### config.mk
export PLATFORM = sky130hd
export DESIGN_NAME = blink_rate_sel_flat
export DESIGN_NICKNAME = d
export VERILOG_FILES = /design/src/rtl/blink_rate_sel_pkg.sv /design/src/rtl/blink_rate_sel_if.sv /design/src/rtl/blink_rate_sel_debounce.sv /design/src/rtl/blink_rate_sel.sv /design/src/flat_wrapper.sv
export SDC_FILE = /design/constraint.sdc
export NUM_CORES = 1
export LEC_CHECK = 0
export ABC_AREA = 0
export CORE_MARGIN = 2
export CORE_UTILIZATION = 55
export CTS_CLUSTER_DIAMETER = 60
export DETAILED_ROUTE_END_ITERATION = 16
export GPL_TIMING_DRIVEN = 1
export PLACE_DENSITY = 0.83
export REMOVE_ABC_BUFFERS = 1
export SYNTH_ARGS = -nofsm -noshare
export SYNTH_HDL_FRONTEND = slang
export SYNTH_SLANG_ARGS = --single-unit
### constraint.sdc
create_clock -name clk -period 3 [get_ports clk]
set_input_delay 0.3 -clock clk [delete_from_list [all_inputs] [get_ports clk]]
set_output_delay 0.3 -clock clk [all_outputs]
set_load 0.02 [all_outputs]
### src/rtl/blink_rate_sel_pkg.sv
// Shared widths, types and the rate-to-interval helper for the LED blink rate selector.
package blink_pkg;

  localparam int INTERVAL_W = 24;
  localparam int RATE_IDX_W = 2;
  localparam int NUM_RATES  = 4;

  typedef logic [INTERVAL_W-1:0] interval_t;
  typedef logic [RATE_IDX_W-1:0] rate_idx_t;

  // Each rate step halves the toggle interval, i.e. doubles the blink frequency.
  function automatic interval_t rate_interval(input interval_t base, input rate_idx_t idx);
    return base >> idx;
  endfunction

endpackage

### src/rtl/blink_rate_sel_if.sv
// Button-in / rate-out bundle between the rate selector (master) and its environment (slave).
interface blink_rate_sel_if;
  import blink_pkg::*;

  logic      btn;
  interval_t interval;
  rate_idx_t rate_idx;
  logic      rate_changed;

  modport master (input btn, output interval, output rate_idx, output rate_changed);
  modport slave  (output btn, input interval, input rate_idx, input rate_changed);

endinterface

### src/rtl/blink_rate_sel_debounce.sv
// btn_debounce: 2-flop synchronizer plus consecutive-sample debouncer with a registered press strobe.
// press rises on the same edge that commits stable 0->1, so the top-level update lands at edge N+2+D.
module btn_debounce #(
  parameter logic [19:0] DEBOUNCE_CYCLES = 20'd250_000
) (
  input  logic clk,
  input  logic rst,
  input  logic btn,
  output logic stable,
  output logic press
);

  localparam int CNT_W = (DEBOUNCE_CYCLES > 20'd1) ? $clog2(DEBOUNCE_CYCLES) : 1;
  localparam logic [CNT_W-1:0] CNT_LAST = CNT_W'(DEBOUNCE_CYCLES - 20'd1);

  logic             s1;
  logic             s2;
  logic [CNT_W-1:0] cnt;

  // Any sample that matches the accepted level restarts the run of differing samples.
  always_ff @(posedge clk) begin
    if (rst) begin
      s1     <= 1'b0;
      s2     <= 1'b0;
      stable <= 1'b0;
      cnt    <= '0;
      press  <= 1'b0;
    end else begin
      s1    <= btn;
      s2    <= s1;
      press <= 1'b0;
      if (s2 == stable) begin
        cnt <= '0;
      end else if (cnt == CNT_LAST) begin
        stable <= s2;
        cnt    <= '0;
        press  <= s2;
      end else begin
        cnt <= cnt + 1'b1;
      end
    end
  end

endmodule

### src/rtl/blink_rate_sel.sv
// blink_rate_sel: advances through four blink rates on each debounced press and drives the interval.
// Optional feature macro BLINK_LONG_PRESS_EN: holding the button LONG_PRESS_CYCLES returns to rate 0.
module blink_rate_sel
  import blink_pkg::*;
#(
  parameter interval_t   BASE_INTERVAL     = 24'd5_000_000,
  parameter logic [19:0] DEBOUNCE_CYCLES   = 20'd250_000,
  parameter interval_t   LONG_PRESS_CYCLES = 24'd10_000_000
) (
  input logic              clk,
  input logic              rst,
  blink_rate_sel_if.master bus
);

  logic      stable;
  logic      press;
  logic      hold_hit;
  rate_idx_t rate_idx_q;
  rate_idx_t next_idx;
  interval_t interval_q;
  logic      changed_q;

  btn_debounce #(
    .DEBOUNCE_CYCLES(DEBOUNCE_CYCLES)
  ) u_debounce (
    .clk    (clk),
    .rst    (rst),
    .btn    (bus.btn),
    .stable (stable),
    .press  (press)
  );

  assign next_idx = rate_idx_t'((int'(rate_idx_q) + 1) % NUM_RATES);

`ifdef BLINK_LONG_PRESS_EN
  interval_t hold_cnt;

  // Saturating at the threshold makes the reset fire exactly once per hold.
  always_ff @(posedge clk) begin
    if (rst || !stable) begin
      hold_cnt <= '0;
    end else if (hold_cnt != LONG_PRESS_CYCLES) begin
      hold_cnt <= hold_cnt + 24'd1;
    end
  end

  assign hold_hit = stable && (hold_cnt == LONG_PRESS_CYCLES - 24'd1);
`else
  logic unused_long_press;

  assign hold_hit          = 1'b0;
  assign unused_long_press = ^LONG_PRESS_CYCLES;
`endif

  // A long-press return to rate 0 takes precedence if it coincides with a press.
  always_ff @(posedge clk) begin
    if (rst) begin
      rate_idx_q <= '0;
      interval_q <= BASE_INTERVAL;
      changed_q  <= 1'b0;
    end else begin
      changed_q <= 1'b0;
      if (press) begin
        rate_idx_q <= next_idx;
        interval_q <= rate_interval(BASE_INTERVAL, next_idx);
        changed_q  <= 1'b1;
      end
      if (hold_hit) begin
        rate_idx_q <= '0;
        interval_q <= BASE_INTERVAL;
        changed_q  <= 1'b1;
      end
    end
  end

  assign bus.interval     = interval_q;
  assign bus.rate_idx     = rate_idx_q;
  assign bus.rate_changed = changed_q;

endmodule

### src/flat_wrapper.sv
// flat-port wrapper written by rule: the top's interface ports become plain ports
module blink_rate_sel_flat import blink_pkg::*;
#(
  parameter interval_t   BASE_INTERVAL     = 24'd5_000_000,
  parameter logic [19:0] DEBOUNCE_CYCLES   = 20'd250_000,
  parameter interval_t   LONG_PRESS_CYCLES = 24'd10_000_000
)
  (clk, rst, bus_btn, bus_interval, bus_rate_idx, bus_rate_changed);
  blink_rate_sel_if bus_i ();
  input logic clk;
  input logic rst;
  input wire logic [$bits(bus_i.btn)-1:0] bus_btn;
  output wire logic [$bits(bus_i.interval)-1:0] bus_interval;
  output wire logic [$bits(bus_i.rate_idx)-1:0] bus_rate_idx;
  output wire logic [$bits(bus_i.rate_changed)-1:0] bus_rate_changed;
  assign bus_i.btn = bus_btn;
  assign bus_interval = bus_i.interval;
  assign bus_rate_idx = bus_i.rate_idx;
  assign bus_rate_changed = bus_i.rate_changed;
  blink_rate_sel #(.BASE_INTERVAL(BASE_INTERVAL), .DEBOUNCE_CYCLES(DEBOUNCE_CYCLES), .LONG_PRESS_CYCLES(LONG_PRESS_CYCLES)) u_core (.clk(clk), .rst(rst), .bus(bus_i));
endmodule
==> results.sh <==
export IMPL_synth_compound_gate_area_share_pct=5.039
export IMPL_vias=1219
export IMPL_yosys_area_share_simple_pct=25.58
export IMPL_end_kind="register"
export IMPL_die_y_um=58.17
export IMPL_synthesis_area_um2=1614
export IMPL_finalWirelength_um=2909
export IMPL_tns_ns=0
export IMPL_postSynthAreaPerCell_um2=9.017
export IMPL_layout_nets=207
export IMPL_endpoint="u_core.u_debounce.cnt[10]$_SDFF_PP0_"
export IMPL_drt_wirelength_per_cell_um=12.70
export IMPL_postLayoutCellArea_um2=1873
export IMPL_drive_gt1_share_pct=7.071
export IMPL_min_path_type="reg -> reg"
export IMPL_power_switching_uw=155.8
export IMPL_netSwitchingFraction_pct=20.35
export IMPL_period_minus_slack_ns=1.920
export IMPL_antenna_found_initial=0
export IMPL_hold_viol=0
export IMPL_yosysWarnings=0
export IMPL_crit_arrival_ns=2.15
export IMPL_die_area_um2=3384
export IMPL_cts_htree_levels=2
export IMPL_critPathMaxFanout=9
export IMPL_port_buffers=25
export IMPL_tightest_slew_ns=0.6838
export IMPL_slowest_stage="o41ai_2"
export IMPL_synthAdderAreaFrac_pct=5.426
export IMPL_ant_nets=0
export IMPL_synth_enable_flop_cells=0
export IMPL_p_leak_nw=0.6104
export IMPL_cp_cell_sequence="ha_1 -> nand3_1 -> o41ai_2 -> buf_4 -> nor2_1"
export IMPL_r2r_cells=5
export IMPL_cts_root_buffer="clkbuf_4"
export IMPL_dr_pass1_iters=4
export IMPL_pwr_share_seq_pct=61.0
export IMPL_synth_cell_types=31
export IMPL_layout_setup_ws_ns=1.080
export IMPL_gp_congestion=0.8738
export IMPL_synth_ff_type="dfxtp_1"
export IMPL_dp_hpwl_um=2122
export IMPL_insertion_delay_ns=0.33
export IMPL_synth_xor_area_share_pct=8.682
export IMPL_setup_viol=0
export IMPL_fin_skew_ns=0.002751
export IMPL_dpl_worst_slack_ns=1.074
export IMPL_hold_buffers=0
export IMPL_fillCellCount=240
export IMPL_p_per_area_nw_per_um2=408.8
export IMPL_required_ns=3.23
export IMPL_pwr_share_clk_pct=36.9
export IMPL_clk_path_buf_depth=2
export IMPL_final_max_slew_viol_count=0
export IMPL_rr_startpoint="u_core.u_debounce.cnt[0]$_SDFF_PP0_"
export IMPL_rr_endpoint="u_core.u_debounce.cnt[10]$_SDFF_PP0_"
export IMPL_dpl_instance_area_um2=1804
export IMPL_p_int_uw=609.9
export IMPL_start_kind="register"
export IMPL_rsz0062_at_grt="no"
export IMPL_num_rows=19
export IMPL_p_total_uw=765.7
export IMPL_vdd_ir_drop_worst_v=0.0003913
export IMPL_cts_tree="done"
export IMPL_comb_power_share_pct=2.2
export IMPL_drt_first_iter_violations=29
export IMPL_fin_cells=229
export IMPL_cts_buffers_inserted=5
export IMPL_cts_setup_buffers=0
export IMPL_grt_max_degree=21
export IMPL_synth_seq_cells=35
export IMPL_startpoint="u_core.u_debounce.cnt[0]$_SDFF_PP0_"
export IMPL_status="completed"
export IMPL_grt_pass1_wl_um=4995
export IMPL_cts_sinks=35
export IMPL_slew_limit_headroom_pct=53.91
export IMPL_via_per_inst=5.323
export IMPL_async_flop_share_pct=0
export IMPL_drc=0
export IMPL_slowest_delay_ns=0.70
export IMPL_synth_mux_area_share_pct=2.481
export IMPL_cts_resized=0
export IMPL_fmax_mhz=520.9
export IMPL_synthCells=179
export IMPL_area_growth_pct=16.05
export IMPL_drv_cap=0
export IMPL_hold_slack_ns=0.4499
export IMPL_path_clk_slew_ns=0.09
export IMPL_die_width_um=58.17
export IMPL_grt_overflow_total=0
export IMPL_initial_core_util_pct=58.03
export IMPL_crit_type="reg -> reg"
export IMPL_yosysSeqAreaShare_pct=43.41
export IMPL_grt_total_usage_pct=19.42
export IMPL_ios=30
export IMPL_dp_cells=221
export IMPL_final_core_util_pct=67.34
export IMPL_grt_pass1_vias=1166
export IMPL_n_antenna_cell=0
export IMPL_core_area_um2=2781
export IMPL_reg2reg_slack_ns=1.08
export IMPL_synth_top_family_by_area="simple AND/OR/NAND/NOR gates"
export IMPL_min_period_over_period_pct=63.99
## state kept, by name, summed over array words and instances (netlist names)
register	flops
u_core.bus.interval	11
u_core.bus.rate_changed	1
u_core.bus.rate_idx	1
u_core.u_debounce.cnt	18
u_core.u_debounce.press	1
u_core.u_debounce.s1	1
u_core.u_debounce.s2	1
u_core.u_debounce.stable	1
## cells in the mapped netlist (2+ instances only)
master / n / share of area (%)
nor3_1: 7 / 2.2
xor2_1: 2 / 1.1
o21ai_0: 5 / 1.6
dfxtp_1: 35 / 43
or4_1: 2 / 0.93
nand4_1: 4 / 1.6
nor2b_1: 5 / 1.9
xnor2_1: 14 / 7.6
nand3_1: 6 / 1.9
a21oi_1: 3 / 0.93
buf_4: 14 / 6.5
a211o_1: 2 / 1.1
mux2i_1: 4 / 2.5
nor2_1: 29 / 6.7
nor4_1: 5 / 1.9
ha_1: 7 / 5.4
nand2b_1: 6 / 2.3
inv_1: 6 / 1.4
clkbuf_1: 4 / 0.93
nand2_1: 8 / 1.9
## layout by cell type (no fill, tap or decap), types with 3 or more instances in the layout
cell type and instances:
a21oi_1 3, clkbuf_4 5, clkdlybuf4s50_1 25, conb_1 4, dfxtp_1 35, ha_1 7
inv_1 6, mux2i_1 4, nand2_1 8, nand2b_1 6, nand3_1 6, nand4_1 4
nor2_1 29, nor2b_1 5, nor3_1 7, nor4_1 5, o21ai_0 5, xnor2_1 14
## kinds of logic after synthesis
| family | Yosys count |
|---|---|
| AOI/OAI and AO/OA | 12 |
| xor gates and xnor gates | 16 |
| adders and majority gates | 7 |
| buffers and inverters | 25 |
| DFF | 35 |
| muxes | 4 |
| other | 1 |
| and+or+nand+nor | 79 |
## worst max-delay path, delay by kind of cell, from the launching register on
family                     cells  cell delay (ns)
buffers and inverters          1             0.28
and+or+nand+nor                2             0.23
adders and majority gates      1             0.24
DFF                            1             0.38
AOI/OAI and AO/OA              1             0.70
## final cells by class
cell class                      count  area (um^2)  share of cell area [%]
Clock buffer                        8        68.82                   3.674
Inverter                            6        22.52                   1.202
Multi-Input combinational cell    122        777.0                   41.48
Sequential cell                    35        700.7                   37.41
Tap cell                           31        38.79                   2.071
Timing Repair Buffer               27        265.3                   14.16
## routing by layer
metal  up-vias  share of wire (%)  global-route usage [%]
li1        614                  -                       -
met1       556                 42                   21.56
met2        43                 50                   33.12
met3         6                6.0                   7.589
met4         0                1.7                   7.973
met5         -                  0                       0
## power groups by stage
stage / sequential (mW) / clock [mW] / combinational (mW)
detailed placement: 0.478 / 0 / 0.0167
global route: 0.467 / 0.315 / 0.0184
CTS: 0.467 / 0.292 / 0.0168
finish: 0.467 / 0.282 / 0.0167
floorplan: 0.477 / 0 / 0.00881
global placement: 0.477 / 0 / 0.0168
## how the worst min path moves through the flow
stage | start | slack [ns] | endpoint | depth (start not counted)
2_1_floorplan | rst | 0.37 | u_core.bus.interval[16]$_SDFFE_PP0P_ | 1
3_3_place_gp | u_core.u_debounce.s1$_SDFF_PP0_ | 0.42 | u_core.u_debounce.s2$_SDFF_PP0_ | 1
3_5_place_dp | u_core.u_debounce.s1$_SDFF_PP0_ | 0.43 | u_core.u_debounce.s2$_SDFF_PP0_ | 1
4_1_cts | u_core.u_debounce.s1$_SDFF_PP0_ | 0.45 | u_core.u_debounce.s2$_SDFF_PP0_ | 1
5_1_grt | u_core.u_debounce.s1$_SDFF_PP0_ | 0.48 | u_core.u_debounce.s2$_SDFF_PP0_ | 1
6_report | u_core.u_debounce.s1$_SDFF_PP0_ | 0.45 | u_core.u_debounce.s2$_SDFF_PP0_ | 1
(Power assumes the default switching activity.)
==> edit (config.mk and constraints unchanged) <==
Change the package constant `RATE_IDX_W` from 2 to 1.
--- a/src/rtl/blink_rate_sel_pkg.sv
+++ b/src/rtl/blink_rate_sel_pkg.sv
@@ -4,3 +4,3 @@
   localparam int INTERVAL_W = 24;
-  localparam int RATE_IDX_W = 2;
+  localparam int RATE_IDX_W = 1;
   localparam int NUM_RATES  = 4;
Ports: changed (resized bus_rate_idx); port bits go from 30 to 29. The function was not compared with the original's and may differ.
==> edit against the original RTL <==
- worst setup slack better by 0.058 ns
- non-clock buffer count is 11 lower
- clock skew is 0.0014 ns higher
- die area is 20% lower
- synthesized area is 22% lower
- cell area is 29% lower
- count of clock-buffer cells in the layout is 5 lower
- routed wire length is 31% lower
- synthesized cell count is 22% lower
- sequential cell count is 10 lower
- power is 35% lower
- critical path depth stayed put
- critical endpoint is now u_core.u_debounce.cnt[12]
==> edit: results <==
{
  "p_seq_w": 0.000335,
  "dpl_worst_slack_ns": 1.18,
  "place_area_sq_um": 1300,
  "grt_pass1_wl_mm": 3.29,
  "multi_input_area_share_pct": 45.2,
  "detail_route.iter0.violations": 12,
  "multi_input_gates": 97,
  "grt.total_usage_pct": 16.3,
  "r2r-end": "u_core.u_debounce.cnt[12]",
  "seq_area_frac_synth_pct": 39.6,
  "grt_start_max_net_pins": 19,
  "clk_share_pct": 2.07,
  "total_leakage_power_nw": 0.463,
  "wl_met2_microns": 982,
  "first_global_vias": 804,
  "vias": 898,
  "seq-cell-share_pct": 37.7,
  "whs_ns": 0.461,
  "clock_skew_ns": 0.00416,
  "die_w_microns": 51.9,
  "bufAreaShareNonClock_pct": 12.1,
  "cpMaxStageDelayCell": "o21ai_2",
  "synth_area_leaders": "dfxtp_1, buf_4, xor2_1",
  "dpl.hpwl_mm": 1.41,
  "cpPeakStageDelay_ns": 0.60,
  "clkLatencyLatePin_ns": 0.31,
  "synth_common_cells": "dfxtp_1, buf_4, nor2_1",
  "finalWeightedCongestion": 0.826,
  "run_status": "finished clean",
  "buffers": 16,
  "wl_met3_microns": 111
}
-- edit: cell types whose count changed in the layout (fill, tap and decap cells not counted), moves of 7 or more --
cell | unedited run | this run
dfxtp_1 | 35 | 25
nor2_1 | 29 | 19
clkdlybuf4s50_1 | 25 | 16
conb_1 | 4 | 12
xnor2_1 | 14 | 6
xor2_1 | 2 | 9
-- edit: critical path, delay by kind of cell, from the launching register on --
family | cells | cell delay (ns)
flops | 1 | 0.40
simple gates | 3 | 0.50
fa+ha+maj | 1 | 0.24
compound gates | 1 | 0.60
-- edit: worst max-delay path by stage --
stage / slack (ns) / endpoint / startpoint / cells after the start
after floorplan: 1.42 / u_core.bus.interval[21] / u_core.bus.interval[21] / 2
after global placement: 1.23 / u_core.u_debounce.cnt[16] / u_core.u_debounce.cnt[4] / 4
after detailed placement: 1.18 / u_core.u_debounce.cnt[12] / u_core.u_debounce.cnt[4] / 4
after CTS: 1.13 / u_core.u_debounce.cnt[12] / u_core.u_debounce.cnt[0] / 5
after global routing: 0.93 / u_core.u_debounce.cnt[11] / u_core.u_debounce.cnt[0] / 5
final: 1.14 / u_core.u_debounce.cnt[12] / u_core.u_debounce.cnt[0] / 5
-- edit: layer usage --
layer	vias up	track usage, %
li1	451	-
met4	0	8.33
met2	32	28.1
met3	4	2.59
met5	-	0
met1	411	19.3
-- edit: logic make-up (layout without fill, tap and decap cells) --
logic type / count (synthesis) / count (layout) / share of synthesized area [%]
and+or+nand+nor: 59 / 59 / 27.5
buffers and inverters: 27 / 21 / 15.8
DFF: 25 / 25 / 39.6
xor gates and xnor gates: 15 / 15 / 10.4
AOI/OAI and AO/OA: 10 / 10 / 5.05
other: 2 / 12 / 0.594
adders and majority gates: 1 / 1 / 0.990
